File: src/rtl/kgp_pkg.sv
// Shared encodings and control-bundle types for the KGP-RISC pipeline control unit.
package kgp_pkg;

    localparam int unsigned RegAw = 5;
    localparam int unsigned AluFw = 4;

    // Major opcodes (instr[31:26])
    localparam logic [5:0] OP_ITYPE_HI = 6'b011001;
    localparam logic [5:0] OP_MOVE     = 6'b011010;
    localparam logic [5:0] OP_LD       = 6'b100001;
    localparam logic [5:0] OP_ST       = 6'b100010;
    localparam logic [5:0] OP_BR       = 6'b110100;
    localparam logic [3:0] OP_BCC_PFX  = 4'b1100;   // BLT/BGT/BEQ/BNE share this prefix

    // R-type funct range (instr[5:0])
    localparam logic [5:0] FUNCT_LO = 6'd1;
    localparam logic [5:0] FUNCT_HI = 6'd10;

    // ALU function codes
    localparam logic [AluFw-1:0] ALU_ADD = 4'd0;
    localparam logic [AluFw-1:0] ALU_SRL = 4'd9;

    typedef struct packed {
        logic             alusrc;
        logic [AluFw-1:0] alufunc;
        logic             mem_read;
        logic             mem_write;
        logic             regwrite;
        logic             memtoreg;
        logic             branch;
        logic             jump;
        logic             illegal;
        logic [RegAw-1:0] dest;
    } ctrl_t;

    typedef struct packed {
        logic             mem_read;
        logic             mem_write;
        logic             regwrite;
        logic             memtoreg;
        logic [RegAw-1:0] dest;
    } mem_ctrl_t;

    typedef struct packed {
        logic             regwrite;
        logic             memtoreg;
        logic [RegAw-1:0] dest;
    } wb_ctrl_t;

    localparam ctrl_t CTRL_BUBBLE = '0;

endpackage

File: src/rtl/kgp_decode.sv
// Combinational ID-stage decoder: instruction word to control bundle.
module kgp_decode
    import kgp_pkg::*;
(
    input  logic [31:0] instr_i,
    input  logic        valid_i,
    output ctrl_t       ctrl_o,
    output logic        uses_rt_o
);

    logic [5:0] op;
    logic [5:0] funct;

    assign op    = instr_i[31:26];
    assign funct = instr_i[5:0];

    always_comb begin
        ctrl_o    = CTRL_BUBBLE;
        uses_rt_o = 1'b0;
        if (valid_i && (instr_i != '0)) begin
            unique case (op[5:4])
                2'b00: begin
                    if (funct >= FUNCT_LO && funct <= FUNCT_HI) begin
                        ctrl_o.alufunc  = 4'(funct - FUNCT_LO);
                        ctrl_o.regwrite = 1'b1;
                        ctrl_o.dest     = instr_i[15:11];
                        uses_rt_o       = 1'b1;
                    end else begin
                        ctrl_o.illegal = 1'b1;
                    end
                end
                2'b01: begin
                    // 010000..011001 map directly onto the low opcode nibble
                    if (op <= OP_ITYPE_HI || op == OP_MOVE) begin
                        ctrl_o.alufunc  = (op == OP_MOVE) ? ALU_ADD : op[3:0];
                        ctrl_o.alusrc   = 1'b1;
                        ctrl_o.regwrite = 1'b1;
                        ctrl_o.dest     = instr_i[20:16];
                    end else begin
                        ctrl_o.illegal = 1'b1;
                    end
                end
                2'b10: begin
                    if (op == OP_LD) begin
                        ctrl_o.alusrc   = 1'b1;
                        ctrl_o.alufunc  = ALU_ADD;
                        ctrl_o.mem_read = 1'b1;
                        ctrl_o.regwrite = 1'b1;
                        ctrl_o.memtoreg = 1'b1;
                        ctrl_o.dest     = instr_i[20:16];
                    end else if (op == OP_ST) begin
                        ctrl_o.alusrc    = 1'b1;
                        ctrl_o.alufunc   = ALU_ADD;
                        ctrl_o.mem_write = 1'b1;
                        uses_rt_o        = 1'b1;
                    end else begin
                        ctrl_o.illegal = 1'b1;
                    end
                end
                2'b11: begin
                    if (op[5:2] == OP_BCC_PFX) begin
                        ctrl_o.branch = 1'b1;
                        uses_rt_o     = 1'b1;
                    end else if (op == OP_BR) begin
                        ctrl_o.jump = 1'b1;
                    end else begin
                        ctrl_o.illegal = 1'b1;
                    end
                end
                default: ctrl_o = CTRL_BUBBLE;
            endcase
        end
    end

endmodule

File: src/rtl/kgp_pipe_ctrl.sv
// KGP-RISC pipeline control: ID decode, ID/EX..MEM/WB control stages, hazards, perf counters.
module kgp_pipe_ctrl
    import kgp_pkg::*;
#(
    parameter int unsigned REG_W  = 5,
    parameter int unsigned CNT_W  = 16,
    parameter int unsigned ALUF_W = 4
) (
    input  logic              clk,
    input  logic              reset,
    input  logic [31:0]       id_instr,
    input  logic              id_valid,
    input  logic              ex_branch_cond,
    input  logic              mem_ready,
    output logic              ex_alusrc,
    output logic [ALUF_W-1:0] ex_alufunc,
    output logic              mem_read,
    output logic              mem_write,
    output logic              wb_regwrite,
    output logic              wb_memtoreg,
    output logic [REG_W-1:0]  wb_dest,
    output logic              pcsrc,
    output logic              pc_stall,
    output logic              ifid_stall,
    output logic              if_flush,
    output logic              illegal_op,
    output logic [CNT_W-1:0]  stall_count,
    output logic [CNT_W-1:0]  flush_count
);

    ctrl_t            id_ctrl;
    logic             id_uses_rt;
    logic [RegAw-1:0] id_rs;
    logic [RegAw-1:0] id_rt;

    ctrl_t            idex_d, idex_q;
    mem_ctrl_t        exmem_d, exmem_q;
    wb_ctrl_t         memwb_d, memwb_q;
    logic             illegal_d, illegal_q;
    logic [CNT_W-1:0] stall_cnt_d, stall_cnt_q;
    logic [CNT_W-1:0] flush_cnt_d, flush_cnt_q;

    logic freeze;
    logic redirect;
    logic load_use;
    logic stall;

    kgp_decode u_decode (
        .instr_i   (id_instr),
        .valid_i   (id_valid),
        .ctrl_o    (id_ctrl),
        .uses_rt_o (id_uses_rt)
    );

    assign id_rs = id_instr[25:21];
    assign id_rt = id_instr[20:16];

    assign freeze   = (exmem_q.mem_read | exmem_q.mem_write) & ~mem_ready;
    assign redirect = ~freeze & (idex_q.jump | (idex_q.branch & ex_branch_cond));
    assign load_use = idex_q.mem_read && (idex_q.dest != '0) &&
                      ((idex_q.dest == id_rs) || ((idex_q.dest == id_rt) && id_uses_rt));
    // A redirect squashes the dependent instruction, so it wins over the load-use stall
    assign stall    = freeze | (load_use & ~redirect);

    always_comb begin
        idex_d    = idex_q;
        exmem_d   = exmem_q;
        memwb_d   = memwb_q;
        illegal_d = 1'b0;
        if (!freeze) begin
            idex_d            = (redirect || load_use) ? CTRL_BUBBLE : id_ctrl;
            exmem_d.mem_read  = idex_q.mem_read;
            exmem_d.mem_write = idex_q.mem_write;
            exmem_d.regwrite  = idex_q.regwrite;
            exmem_d.memtoreg  = idex_q.memtoreg;
            exmem_d.dest      = idex_q.dest;
            memwb_d.regwrite  = exmem_q.regwrite;
            memwb_d.memtoreg  = exmem_q.memtoreg;
            memwb_d.dest      = exmem_q.dest;
            illegal_d         = idex_q.illegal;
        end
        stall_cnt_d = stall_cnt_q;
        if (stall && (stall_cnt_q != '1)) begin
            stall_cnt_d = stall_cnt_q + CNT_W'(1);
        end
        flush_cnt_d = flush_cnt_q;
        if (redirect && (flush_cnt_q != '1)) begin
            flush_cnt_d = flush_cnt_q + CNT_W'(1);
        end
    end

    always_ff @(posedge clk) begin
        if (reset) begin
            idex_q      <= CTRL_BUBBLE;
            exmem_q     <= '0;
            memwb_q     <= '0;
            illegal_q   <= 1'b0;
            stall_cnt_q <= '0;
            flush_cnt_q <= '0;
        end else begin
            idex_q      <= idex_d;
            exmem_q     <= exmem_d;
            memwb_q     <= memwb_d;
            illegal_q   <= illegal_d;
            stall_cnt_q <= stall_cnt_d;
            flush_cnt_q <= flush_cnt_d;
        end
    end

    assign ex_alusrc   = idex_q.alusrc;
    assign ex_alufunc  = ALUF_W'(idex_q.alufunc);
    assign mem_read    = exmem_q.mem_read;
    assign mem_write   = exmem_q.mem_write;
    assign wb_regwrite = memwb_q.regwrite;
    assign wb_memtoreg = memwb_q.memtoreg;
    assign wb_dest     = REG_W'(memwb_q.dest);
    assign pcsrc       = redirect;
    assign if_flush    = redirect;
    assign pc_stall    = stall;
    assign ifid_stall  = stall;
    assign illegal_op  = illegal_q;
    assign stall_count = stall_cnt_q;
    assign flush_count = flush_cnt_q;

endmodule

File: config.mk
export PLATFORM = sky130hd
export DESIGN_NAME = kgp_pipe_ctrl
export DESIGN_NICKNAME = d
export VERILOG_FILES = /design/src/rtl/kgp_pkg.sv /design/src/rtl/kgp_decode.sv /design/src/rtl/kgp_pipe_ctrl.sv
export SDC_FILE = /design/constraint.sdc
export NUM_CORES = 1
export LEC_CHECK = 0
export ABC_CLOCK_PERIOD_IN_PS = 3200
export CAP_MARGIN = 20
export CORE_ASPECT_RATIO = 2
export CORE_MARGIN = 2
export CORE_UTILIZATION = 49
export CTS_CLUSTER_SIZE = 24
export DETAILED_ROUTE_END_ITERATION = 16
export PLACE_DENSITY = 0.89
export SKIP_CTS_REPAIR_TIMING = 1
export SYNTH_ARGS = -nofsm -noshare
export SYNTH_HDL_FRONTEND = slang
export SYNTH_SLANG_ARGS = --single-unit
File: constraint.sdc
create_clock -name clk -period 3.2 [get_ports clk]
set_input_delay 0.64 -clock clk [delete_from_list [all_inputs] [get_ports clk]]
set_output_delay 0.64 -clock clk [all_outputs]
set_load 0.05 [all_outputs]
==> results of run 1 <==
==> layout make-up <==
class,count,area share
multi-input cells,300,0.391
repair buffers,117,0.240
flip-flops and latches,64,0.271
well taps,88,0.0233
inverters,9,0.00714
clock inverters,3,0.0138
clock buffers,12,0.0542
==> flip-flops by register name, indices dropped and copies added, names as in the netlist <==
name         count
exmem_q          6
stall_count     16
illegal_op       1
wb_regwrite      1
wb_memtoreg      1
mem_read         1
flush_count     16
wb_dest          5
idex_q          11
ex_alufunc       4
ex_alusrc        1
mem_write        1
==> worst max-delay path, stage by stage <==
cell             delay, ns
clkdlybuf4s50_1       0.51
nor2_1                0.07
nand3b_1              0.13
nand4_1               0.20
a2111oi_4             0.52
or2_4                 0.24
buf_12                0.14
==> power by group through the flow <==
stage               clock network (mW)  logic [mW]  registers [mW]
floorplan                            0      0.0653           0.826
global placement                     0       0.156           0.823
detailed placement                   0       0.160           0.823
CTS                               1.06       0.162           0.806
global route                      1.10       0.178           0.806
finish                            1.05       0.165           0.806
==> layout by cell type, fill, tap and decap left out, types with 10 or more instances in the layout <==
| cell type | Yosys | final |
|---|---|---|
| nand4_1 | 13 | 13 |
| clkdlybuf4s50_1 | 0 | 71 |
| xnor2_1 | 12 | 12 |
| xor2_1 | 17 | 17 |
| o21ai_0 | 23 | 22 |
| dlymetal6s2s_1 | 0 | 11 |
| nand2_1 | 52 | 52 |
| dfxtp_1 | 64 | 64 |
| nor2_1 | 42 | 41 |
| a21oi_1 | 30 | 30 |
| buf_4 | 6 | 32 |
| ha_1 | 11 | 10 |
==> metrics by stage <==
step                std cells  hold slack (ns)  setup TNS [ns]
finish                    593            0.452               0
global placement          578            0.439          -0.426
floorplan                 399            0.425               0
CTS                       593            0.452          -0.319
detailed placement        578            0.445          -0.958
global route              593            0.477               0
==> routing by layer <==
layer	wire length [um]	global-route usage
met1	3550	0.302
met3	542	0.0787
met5	0	0
met2	4260	0.383
met4	182	0.0997
==> cells by family (layout without fill, tap and decap cells) <==
| family | Yosys count | count (layout) | share of synthesized area |
|---|---|---|---|
| flops | 64 | 64 | 0.392 |
| xor+xnor | 29 | 29 | 0.0776 |
| simple gates | 172 | 172 | 0.260 |
| mux | 6 | 6 | 0.0191 |
| buf+inv | 35 | 141 | 0.0497 |
| fa+ha+maj | 11 | 11 | 0.0421 |
| compound gates | 82 | 82 | 0.160 |
==> worst paths after layout <==
| path | to | slack [ns] |
|---|---|---|
| hold / removal | wb_dest[4] | 0.45 |
| setup / recovery | ifid_stall | 0.1 |
| setup reg to reg | stall_count[4] | 0.61 |
| hold reg to reg | wb_dest[4] | 0.45 |
==> flow_summary.json, run 1 <==
{
  "synth_top_area_share": 0.392,
  "fmax_ghz": 0.322,
  "multiInputGateArea_um2": 1850,
  "synthTopCellsByCount": "dfxtp_1 (64), nand2_1 (52), nor2_1 (42)",
  "root_buffer": "clkbuf_16",
  "avgSynthCellArea_um2": 8.20,
  "intPower_mw": 1.60,
  "syn_inst": 399,
  "power_leakage_nw": 1.85,
  "wl_um": 8530,
  "crit_fanout": 3,
  "cts.path.max_buffers": 2,
  "clock_latency_ns": 0.33,
  "p_sw_mw": 0.414,
  "core-area_um2": 6520,
  "grt_pass1_vias": 3191,
  "drcViolationCount": 0,
  "worstSetupStartpoint": "id_instr[3]",
  "post-route-min-period_ns": 3.10,
  "grt_max_degree": 51,
  "hold_path_class": "reg -> reg",
  "pre_cts_ws_ns": -0.149,
  "async_flop_share": 0,
  "drt-pass1-iter-count": 4,
  "io_buffers": 87,
  "drt_iter0_drc": 229,
  "clkPwrFrac": 0.519,
  "antenna_found_initial": 0,
  "antenna_cells": 0,
  "nFillCells": 513,
  "cts_tree": "done",
  "seq_area_frac_synth": 0.392,
  "gp_congestion": 0.890,
  "vias_per_cell": 5.56,
  "worstHoldStart": "wb_dest[4]",
  "worstSetupPathType": "in -> out",
  "routedWlPerCell_um": 14.4,
  "fin_skew_ns": 0.00943,
  "crit_arrival_ns": 2.46,
  "whs_path_depth": 2,
  "cp-start-kind": "input pin",
  "grt_pass1_wl_um": 14100,
  "regArea_um2": 1280,
  "final_cell_area_um2": 4730,
  "crit_required_ns": 2.56,
  "fin_nets": 549,
  "dieArea_um2": 7390,
  "setup_viol": 0,
  "synth_edf_count": 0,
  "htreeDepth": 3,
  "maxSlewHeadroom": 0.598,
  "drive_gt1_frac": 0.123,
  "yosys_most_used_dff": "dfxtp_1",
  "rsz0062_at_grt": "no",
  "io_pins": 88,
  "start_util": 0.502,
  "rr_worst_depth": 8,
  "yosysWarnings": 0,
  "areaGrowthSynthToFinish_pct": 44.6,
  "clk_pin_slew_worst_paths_ns": 0.05,
  "ys_ff_latch": 64,
  "final_antenna_net_count": 0,
  "end_kind": "primary output",
  "rows": 42,
  "timing.final.crit_share": 0.970,
  "power.share.sequential": 0.399,
  "dp_hpwl_um": 6110,
  "total_power_mw": 2.02,
  "grt_overflow": 0,
  "die_w_um": 61.8,
  "combPwrFrac": 0.082,
  "status": "complete, no violations",
  "track_usage": 0.245,
  "ir_drop_uv": 403,
  "ys_top_cells_by_area": "dfxtp_1 (39%), nand2_1 (6.0%), nor2_1 (4.8%)",
  "drv_cap": 0,
  "worstMarginPinSlew_ns": 0.601,
  "hold_viol_final": 0,
  "synth_top_cell_by_area": "dfxtp_1",
  "vias": 3298,
  "final_core_utilization": 0.726,
  "place_area_um2": 4360,
  "rr_startpoint": "idex_q[0]",
  "sw_frac_of_total": 0.205,
  "die_h_um": 120,
  "power_density_nw_per_um2": 427,
  "synth_area_um2": 3270,
  "synth_nets": 447,
  "numCtsBuffers": 9,
  "synth_cell_types": 44,
  "setup_slack_ns": 0.0968,
  "cts.sinks": 64,
  "synth.most_common_cell": "dfxtp_1",
  "slew_violations": 0
}
Note: power is estimated with default switching activity, not from simulation.
==> run 2: changes to the inputs <==
Settings changed: PLACE_DENSITY 0.89 to default, PLACE_DENSITY_LB_ADDON from default to 0.2.
==> flow_summary.json, run 2 (synthesis results as in run 1) <==
{
  "status": "complete, no violations",
  "antenna_cells": 0,
  "die_h_um": 120,
  "root_buffer": "clkbuf_16",
  "setup_viol": 0,
  "vias": 3193,
  "critPathMaxStageDelay_ns": 0.45,
  "layout_common_cells": "clkdlybuf4s50_1 (73), dfxtp_1 (64), nand2_1 (52)",
  "start_util": 0.502,
  "end_kind": "primary output",
  "fin_skew_ns": 0.00590,
  "power.share.sequential": 0.401,
  "worstSetupPathType": "in -> out",
  "p_sw_mw": 0.405,
  "maxSlewHeadroom": 0.653,
  "slowest_stage": "clkdlybuf4s50_1",
  "cpMostUsedCell": "buf_4",
  "final_common_cell": "clkdlybuf4s50_1",
  "final_antenna_net_count": 0,
  "rows": 42,
  "crit_arrival_ns": 2.49,
  "intPower_mw": 1.61,
  "cts.path.max_buffers": 2,
  "rrSetupSlack_ns": 0.52,
  "drt_iter0_drc": 187,
  "htreeDepth": 3,
  "routedWlPerCell_um": 13.4,
  "antenna_found_initial": 0,
  "io_pins": 88,
  "power_leakage_nw": 1.85,
  "hold_viol_final": 0,
  "drt-pass1-iter-count": 4,
  "whs_ns": 0.449,
  "grt_pass1_wl_um": 13400,
  "sw_frac_of_total": 0.201,
  "dp_hpwl_um": 5870,
  "crit_fanout": 4,
  "clk_pin_slew_worst_paths_ns": 0.05,
  "dieArea_um2": 7390,
  "areaGrowthSynthToFinish_pct": 45.0,
  "final_cell_area_um2": 4740,
  "grt_overflow": 0,
  "io_buffers": 87,
  "power_density_nw_per_um2": 424,
  "crit_buf_inv": 4,
  "die_w_um": 61.8,
  "ir_drop_uv": 327,
  "place_area_um2": 4360,
  "gp_congestion": 0.821,
  "numCtsBuffers": 9,
  "cpLargestDelayFamily": "buffers and inverters",
  "total_power_mw": 2.01,
  "drive_gt1_frac": 0.124,
  "cp-start-kind": "input pin",
  "combPwrFrac": 0.080,
  "slew_violations": 0,
  "core-area_um2": 6520,
  "nFillCells": 531,
  "track_usage": 0.233,
  "grt_pass1_vias": 2999,
  "cts.sinks": 64,
  "cts_tree": "done",
  "fin_nets": 551,
  "vias_per_cell": 5.37,
  "wl_um": 7960,
  "hold_path_class": "reg -> reg",
  "post-route-min-period_ns": 3.13,
  "crit_required_ns": 2.56,
  "grt_max_degree": 52,
  "fmax_ghz": 0.320,
  "drv_cap": 0,
  "clkPwrFrac": 0.519,
  "crit_path_cell_trace": "clkdlybuf4s50_1, buf_4, nand2b_1, nor2_1, o21ai_0, buf_4, a2111oi_4, or2_4, buf_12",
  "timing.final.crit_share": 0.977,
  "drcViolationCount": 0,
  "clock_latency_ns": 0.32,
  "worstMarginPinSlew_ns": 0.518
}
-- run 2: cell types whose count changed in the layout (fill, tap and decap cells not counted), moves of 2 or more --
cell	before	now
clkdlybuf4s50_1	71	73
dlymetal6s2s_1	11	9
inv_1	7	9
inv_2	2	0
-- run 2: cell type report --
cell class,count,area (um^2),share of cell area
multi-input cells,300,1850,0.390
flip-flops and latches,64,1280,0.270
repair buffers,119,1150,0.242
clock buffers,12,256,0.0541
well taps,88,110,0.0232
clock inverters,3,65.1,0.0137
inverters,9,33.8,0.00712
-- run 2: per-layer routing --
layer | global-route usage | share of wire | wire, um | vias to the layer above
met5 | 0 | 0 | 0 | -
met4 | 0.0918 | 0.013 | 104 | 0
met3 | 0.0431 | 0.041 | 330 | 11
met2 | 0.374 | 0.51 | 4100 | 87
met1 | 0.298 | 0.43 | 3430 | 1489
li1 | - | - | - | 1606
-- run 2: worst min-delay path, delay by kind of cell (launching register included) --
kind             cells  cell delay (ns)
flip-flops           1             0.30
AND/OR/NAND/NOR      1             0.05
AO/OA/AOI/OAI        1             0.05
-- run 2: path summary, 6_finish.rpt --
path,cells past startpoint,startpoint,end
worst min register to register,2,wb_dest[3],wb_dest[3]
worst min-delay path,2,wb_dest[3],wb_dest[3]
worst max-delay path,9,id_instr[26],ifid_stall
worst max register to register,9,idex_q[0],stall_count[6]
-- run 2: per-stage QoR --
| stage | utilization | instances | setup slack (ns) | setup TNS (ns) |
|---|---|---|---|---|
| floorplan | - | 399 | 0.257 | 0 |
| global placement | 0.669 | 578 | -0.0728 | -0.277 |
| detailed placement | 0.669 | 578 | -0.0978 | -0.595 |
| CTS | 0.718 | 593 | -0.0999 | -0.199 |
| global route | 0.728 | 595 | -0.000403 | -0.000403 |
| finish | 0.728 | 595 | 0.0739 | 0 |
-- run 2: power by group through the flow --
stage          sequential [mW]  clock [mW]  combinational [mW]
6_report                 0.806        1.04               0.161
3_5_place_dp             0.823           0               0.159
2_1_floorplan            0.826           0              0.0653
5_1_grt                  0.806        1.10               0.177
3_3_place_gp             0.823           0               0.157
4_1_cts                  0.806        1.07               0.160
